[src/rtl/ifm_feed_ctrl.sv]
// ifm_feed_ctrl: length-bounded feeder that splits AXIS IFM beats into LSB-first slices through a 2-entry FIFO.
// Start->tready in 1 cycle, accept->fm_valid in 1 cycle; fm_ready low stalls slices, fills the FIFO and drops tready. Optional tlast checking is enabled by IFM_FEED_TLAST_CHECK_EN.
module ifm_feed_ctrl #(
  parameter int INPUT_WIDTH  = 512,
  parameter int OUTPUT_WIDTH = 64,
  parameter int LEN_WIDTH    = 16
) (
  input  logic                    clk,
  input  logic                    rst,
  input  logic                    conv_start,
  input  logic [LEN_WIDTH-1:0]    num_words,
  input  logic [INPUT_WIDTH-1:0]  s_axis_tdata,
  input  logic                    s_axis_tvalid,
  input  logic                    s_axis_tlast,
  output logic                    s_axis_tready,
  output logic [OUTPUT_WIDTH-1:0] fm_out,
  output logic                    fm_valid,
  input  logic                    fm_ready,
  output logic                    busy,
  output logic                    done,
  output logic                    err_tlast
);

  localparam int SLICES = INPUT_WIDTH / OUTPUT_WIDTH;
  localparam int SW     = (SLICES > 1) ? $clog2(SLICES) : 1;
  localparam logic [SW-1:0]        SLICE_LAST = SW'(SLICES - 1);
  localparam logic [SW-1:0]        SLICE_ONE  = SW'(1);
  localparam logic [LEN_WIDTH-1:0] ONE        = LEN_WIDTH'(1);

  typedef enum logic [1:0] {IDLE, RUN, DONE} state_t;
  state_t state, state_nxt;

  logic [LEN_WIDTH-1:0] len, acc_cnt, pop_cnt;
  logic [SW-1:0]        slice_cnt;
  logic [INPUT_WIDTH-1:0] mem [2];
  logic                 wr_ptr, rd_ptr;
  logic [1:0]           count;
  logic                 full, empty, start_ok, push, slice_take, pop, last_take;
  logic [SLICES-1:0][OUTPUT_WIDTH-1:0] head;

  assign full          = (count == 2'd2);
  assign empty         = (count == 2'd0);
  assign start_ok      = (state == IDLE) && conv_start;
  assign s_axis_tready = (state == RUN) && (acc_cnt < len) && !full;
  assign push          = s_axis_tready && s_axis_tvalid;
  assign fm_valid      = (state == RUN) && !empty;
  assign head          = mem[rd_ptr];
  assign fm_out        = head[slice_cnt];
  assign slice_take    = fm_valid && fm_ready;
  assign pop           = slice_take && (slice_cnt == SLICE_LAST);
  assign last_take     = pop && (pop_cnt == len - ONE);

  always_ff @(posedge clk) begin
    if (rst) state <= IDLE;
    else     state <= state_nxt;
  end

  always_comb begin
    state_nxt = state;
    case (state)
      IDLE: if (conv_start) state_nxt = (num_words != '0) ? RUN : DONE;
      RUN:  if (last_take)  state_nxt = DONE;
      DONE: state_nxt = IDLE;
      default: state_nxt = IDLE;
    endcase
  end

  always_comb begin
    busy = (state == RUN);
    done = (state == DONE);
  end

  // Full is judged before the pop, so a same-cycle push never lands on a full FIFO.
  always_ff @(posedge clk) begin
    if (rst) begin
      len       <= '0;
      acc_cnt   <= '0;
      pop_cnt   <= '0;
      slice_cnt <= '0;
      wr_ptr    <= 1'b0;
      rd_ptr    <= 1'b0;
      count     <= 2'd0;
      mem[0]    <= '0;
      mem[1]    <= '0;
    end else if (start_ok) begin
      len       <= num_words;
      acc_cnt   <= '0;
      pop_cnt   <= '0;
      slice_cnt <= '0;
    end else begin
      if (push) begin
        mem[wr_ptr] <= s_axis_tdata;
        wr_ptr      <= ~wr_ptr;
        acc_cnt     <= acc_cnt + ONE;
      end
      if (slice_take) slice_cnt <= pop ? '0 : slice_cnt + SLICE_ONE;
      if (pop) begin
        rd_ptr  <= ~rd_ptr;
        pop_cnt <= pop_cnt + ONE;
      end
      case ({push, pop})
        2'b10:   count <= count + 2'd1;
        2'b01:   count <= count - 2'd1;
        default: count <= count;
      endcase
    end
  end

`ifdef IFM_FEED_TLAST_CHECK_EN
  logic err_q;
  always_ff @(posedge clk) begin
    if (rst || start_ok) err_q <= 1'b0;
    else if (push && (s_axis_tlast != (acc_cnt == len - ONE))) err_q <= 1'b1;
  end
  assign err_tlast = err_q;
`else
  logic unused_tlast;
  assign unused_tlast = s_axis_tlast;
  assign err_tlast    = 1'b0;
`endif

endmodule

[config.mk]
export PLATFORM = sky130hd
export DESIGN_NAME = ifm_feed_ctrl
export DESIGN_NICKNAME = d
export VERILOG_FILES = /design/src/rtl/ifm_feed_ctrl.sv
export SDC_FILE = /design/constraint.sdc
export NUM_CORES = 2
export LEC_CHECK = 0
export BUFFER_PORTS_ARGS = -buffer_cell sky130_fd_sc_hd__clkbuf_2
export CAP_MARGIN = 10
export CELL_PAD_IN_SITES_DETAIL_PLACEMENT = 1
export CELL_PAD_IN_SITES_GLOBAL_PLACEMENT = 1
export CORE_ASPECT_RATIO = 0.75
export CORE_UTILIZATION = 44
export CTS_CLUSTER_SIZE = 12
export DETAILED_ROUTE_END_ITERATION = 7
export GPL_ROUTABILITY_DRIVEN = 0
export HOLD_SLACK_MARGIN = 0.12
export PLACE_DENSITY_LB_ADDON = 0.1
export SLEW_MARGIN = 20
export SYNTH_ARGS = -nofsm -noshare
export SYNTH_HDL_FRONTEND = slang
export SYNTH_SLANG_ARGS = --single-unit
[constraint.sdc]
create_clock -name clk -period 16.28 [get_ports clk]
set_clock_uncertainty 0.05 [all_clocks]
set_input_delay 2.442 -clock clk [delete_from_list [all_inputs] [get_ports clk]]
set_output_delay 2.442 -clock clk [all_outputs]
set_load 0.005 [all_outputs]
Word level (Yosys, flattened, before mapping)
Memories as Yosys holds them, arrays and structs flattened. A register that Yosys moved wholly into a read port is not among the register bits.
Index checks and enable logic that the tools add are counted.
{"block": "word_totals", "register_bits": 57, "ramBits": 1024, "out_inout_bits": 69, "wordCells": 68, "mem_count": 1}
{"memory": "mem", "depth": 2, "word_bits": 512, "read_ports": 1, "rd_ports_with_merged_regs": 1, "wr": 2, "line_no": "35", "source": "logic [INPUT_WIDTH-1:0] mem [2];"}
{"block": "classes", "add_sub_neg": 6, "n_lt_le_gt_ge": 2, "n_eq_ne": 9, "mux": 19, "bitwise_logic": 3, "n_reduce_logical": 20}
{"operator": "512-bit 2-to-1 mux", "count": 1}
{"operator": "512-bit OR reduction", "count": 1}
{"operator": "64-bit binary-select mux with 3-bit select", "count": 1}
{"operator": "64-bit 2-to-1 mux", "count": 1}
{"operator": "16-bit by 1-bit adder with 16-bit output (second input constant)", "count": 2}
{"operator": "16-bit == test", "count": 1}
{"operator": "16-bit < comparator", "count": 1}
{"operator": "16-bit nonzero test", "count": 1}
{"operator": "16-bit by 1-bit subtractor with 16-bit output (second input constant)", "count": 1}
{"operator": "1-bit 2-to-1 mux", "count": 10}
{"operator": "1-bit logical AND", "count": 8}
{"operator": "2-bit case mux with 2 select lines", "count": 2}
{"operator": "2-bit AND reduction", "count": 4}
{"operator": "2-bit == test (second input constant)", "count": 3}
{"operator": "2-bit 2-to-1 mux", "count": 3}
{"operator": "2-bit by 1-bit == test with 1-bit output (second input constant)", "count": 2}
{"operator": "2-bit zero test", "count": 2}
{"operator": "3-bit by 4-bit < comparator with 1-bit output (second input constant)", "count": 1}
{"operator": "3-bit by 1-bit adder with 3-bit output (second input constant)", "count": 1}
{"operator": "3-bit == test (second input constant)", "count": 1}
{"operator": "3-bit 2-to-1 mux", "count": 1}
{"operator": "1-bit NOT", "count": 3}
{"operator": "2-bit by 1-bit adder with 2-bit output (second input constant)", "count": 1}
{"operator": "1-bit zero test", "count": 2}
{"operator": "5 further kinds", "count": 5}

Longest topological paths before layout
{"block": "logic_depth", "word_depth": 10, "ltp_mapped": 13, "depth_no_buf": 12}

Worst setup path before layout
No wires, ideal clock.
{"block": "synth_path", "kind": "input port to flip-flop", "from": "input port rst", "to": "memory mem[0][0] (enable)", "setup_time_ns": 0.971, "t_arrival_ns": 14.945, "t_required_ns": 15.259, "slack_ns": 0.314, "stages": 2, "cell_sequence": "buf_1 -> nand2b_1"}
{"element": "from (decl)", "line_no": "9", "source": "input logic rst,"}
{"element": "to (decl)", "line_no": "35"}

==> run_results.csv <==
group,metric,value,unit
run_status,status,"finished clean",
die,io_pins,603,
power,p_clk_frac,0.398,
setup_path,cpPeakStageDelay,990,ps
logic_synthesis,synth_cell_types,60,
route,vias,27289,
cts,cts_made_buffers,111,
cts,root_buffer,"clkbuf_16",
setup_path,crit_chain,"buf_4, buf_4, mux4_2, mux4_2, clkbuf_2",
route,drt-initial-drc-count,1637,
sta,period_share,0.444,
cts,cts_setup_buffers,0,
power,power_frac_comb,0.061,
setup_path,worstPathArrival,4730,ps
sta,hold_viol_final,0,
logic_synthesis,syn_area,0.0487,mm²
global_routing,grtUsageTotal,0.225,
cts,clk_pin_slew,60,ps
logic_synthesis,syn_avg_cell_area,16.3,µm²
setup_path,crit_slowest_cell,"dfxtp_4",
job,maxCapViolCount,0,
power,p_total,5980,µW
logic_synthesis,ys_ff_latch,1082,
power,leakage,0.0210,µW
sta,max_freq,138,MHz
cts,ctsHoldBuffers,0,
sta,setup_violations,0,
die,die-height,290,µm
sta,rsz0062_at_grt,"no",
power,power.internal,4660,µW
global_routing,grt_max_degree,253,
sta,maxSlewViolCount,0,
logic_synthesis,ys_warn_count,0,
sta,period_needed,7220,ps
cts,ctsResizeCount,0,
layout,layout-drive-gt1-share,0.309,
setup_path,cp.required,13790,ps
logic_synthesis,synth-seq-area-share,0.656,
power,vdd.ir_drop.worst,0.0912,mV
power,seq_power_share,0.541,
logic_synthesis,synth_ff_type,"edfxtp_1",
layout,layout_commonest_cell,"and2_1",
layout,fin_nets,4086,
cts,htreeDepth,3,
global_routing,grt_overflow,0,
layout,nFillCells,10563,
setup_path,r2r_setup_slack,10420,ps
logic_synthesis,synth-async-reset-ratio,0,
power,switching_share,0.222,
route,viasPerCell,5.37,
placed_design,place_hpwl,82.6,mm
cts,clk_latency,710,ps
die,die_w,386,µm
power,netSwitchingPower,1330,µW
logic_synthesis,synth_edf_count,1024,
sta,relSlewSlack,0.240,
logic_synthesis,syn_nets,3540,
setup_path,critPathLaunchType,"flop",
cts,clock_path_buffers,3,
global_routing,grt_pass1_wl,187,mm
die,rows,105,
setup_path,path_class,"flop to output pin",
global_routing,grt_pass1_vias,29491,
sta,holdWs,467,ps
route,drt_wl_total,127,mm
route,first_pass_iters,5,
worst_hold_path,holdCritStartpoint,"rd_ptr",
power,p_per_area,106,mW/mm²
route,drcViolationCount,0,
layout,area.growth.synth_to_final,16.0,%
setup_path,critPathMaxFanout,44,
die,dieArea,0.112,mm²
sta,fin_setup_tns,0,ps
cts,clock_sinks,1082,
die,core,0.110,mm²
setup_path,critPathCaptureType,"output pin",
worst_hold_path,min_path_type,"flop to flop",
placed_design,port_buffers,600,
layout,multi_input_area,0.0158,mm²
layout,layout_common_cells,"1027 x and2_1, 1024 x edfxtp_1, 600 x clkbuf_2",
cts,cts_tree,"built",
layout,ff_latch_area,0.0319,mm²
die,start_util,0.444,
logic_synthesis,synthCells,2985,
route,wire_per_inst,24.9,µm
setup_path,r2r_start,"len[11]",
sta,worst_pin_slew,1140,ps
global_routing,grt_antenna_before_repair,56,
route,ant_nets,0,
==> worst paths after layout <==
kind,end,depth (start not counted)
min reg2reg,rd_ptr,2
min,rd_ptr,2
max,fm_out[24],5
max reg2reg,mem[1][424],10
==> cells by family (layout without fill, tap and decap cells) <==
family                   Yosys count  after routing  synth area share
flip-flops                      1082           1082             0.656
other                              1             25         0.0000770
AND/OR/NAND/NOR                 1198           1198             0.151
AO/OA/AOI/OAI                     97             97            0.0131
adder cells (fa/ha/maj)           21             21           0.00540
buffers and inverters            230            858            0.0199
XOR/XNOR                          34             34           0.00612
multiplexers                     322            322             0.149
==> cell type report <==
class	count	area share
antenna	24	0.00106
multi-input combinational	1673	0.280
clock buffer	150	0.0527
clock inverter	45	0.00605
timing repair buffer	639	0.0608
sequential	1082	0.566
tap	1444	0.0320
inverter	24	0.00160
==> worst max-delay path: cells and delay by family (launching register included) <==
family	cells	cell delay [ps]
buffers and inverters	3	1780
muxes	2	1140
DFF	1	990
==> layer usage <==
metal / up-vias / global-route usage / share of wire
met3: 216 / 0.0604 / 0.059
met1: 14164 / 0.292 / 0.42
met5: - / 0 / 0.0034
met4: 62 / 0.0679 / 0.025
met2: 565 / 0.370 / 0.50
li1: 12282 / - / -
==> power groups by stage <==
stage / Combinational (µW) / Sequential [µW] / Clock (µW)
after detailed placement: 368 / 3300 / 0
after CTS: 369 / 3240 / 2440
after global placement: 353 / 3280 / 0
final: 365 / 3240 / 2380
after floorplan: 196 / 3350 / 0
after global routing: 397 / 3250 / 2540
==> registers in the layout, indices dropped and copies added (netlist names), named ones only <==
register	count
mem	1024
acc_cnt	16
len	16
pop_cnt	16
slice_cnt	3
count	2
state	2
rd_ptr	1
wr_ptr	1
==> Yosys cell counts, types with 21 or more instances <==
master	number	area [µm²]
mux4_2	320	7210
clkbuf_2	48	240
inv_1	23	86.3
dfxtp_1	58	1160
nand2_1	54	203
buf_2	27	135
nor2_1	29	109
and2_1	1027	6420
a21oi_1	42	210
edfxtp_1	1024	30700
clkbuf_1	110	413
ha_1	21	263
==> metrics by stage <==
stage / setup WS, ps / util / instances / area [µm²]
detailed placement: 8830 / 0.484 / 4859 / 53000
CTS: 8790 / 0.514 / 5054 / 56300
finish: 9060 / 0.515 / 5081 / 56400
floorplan: 314 / - / 2985 / 48700
global route: 8610 / 0.515 / 5077 / 56400
global placement: 8990 / 0.483 / 4858 / 53000
(Power assumes the default switching activity.)
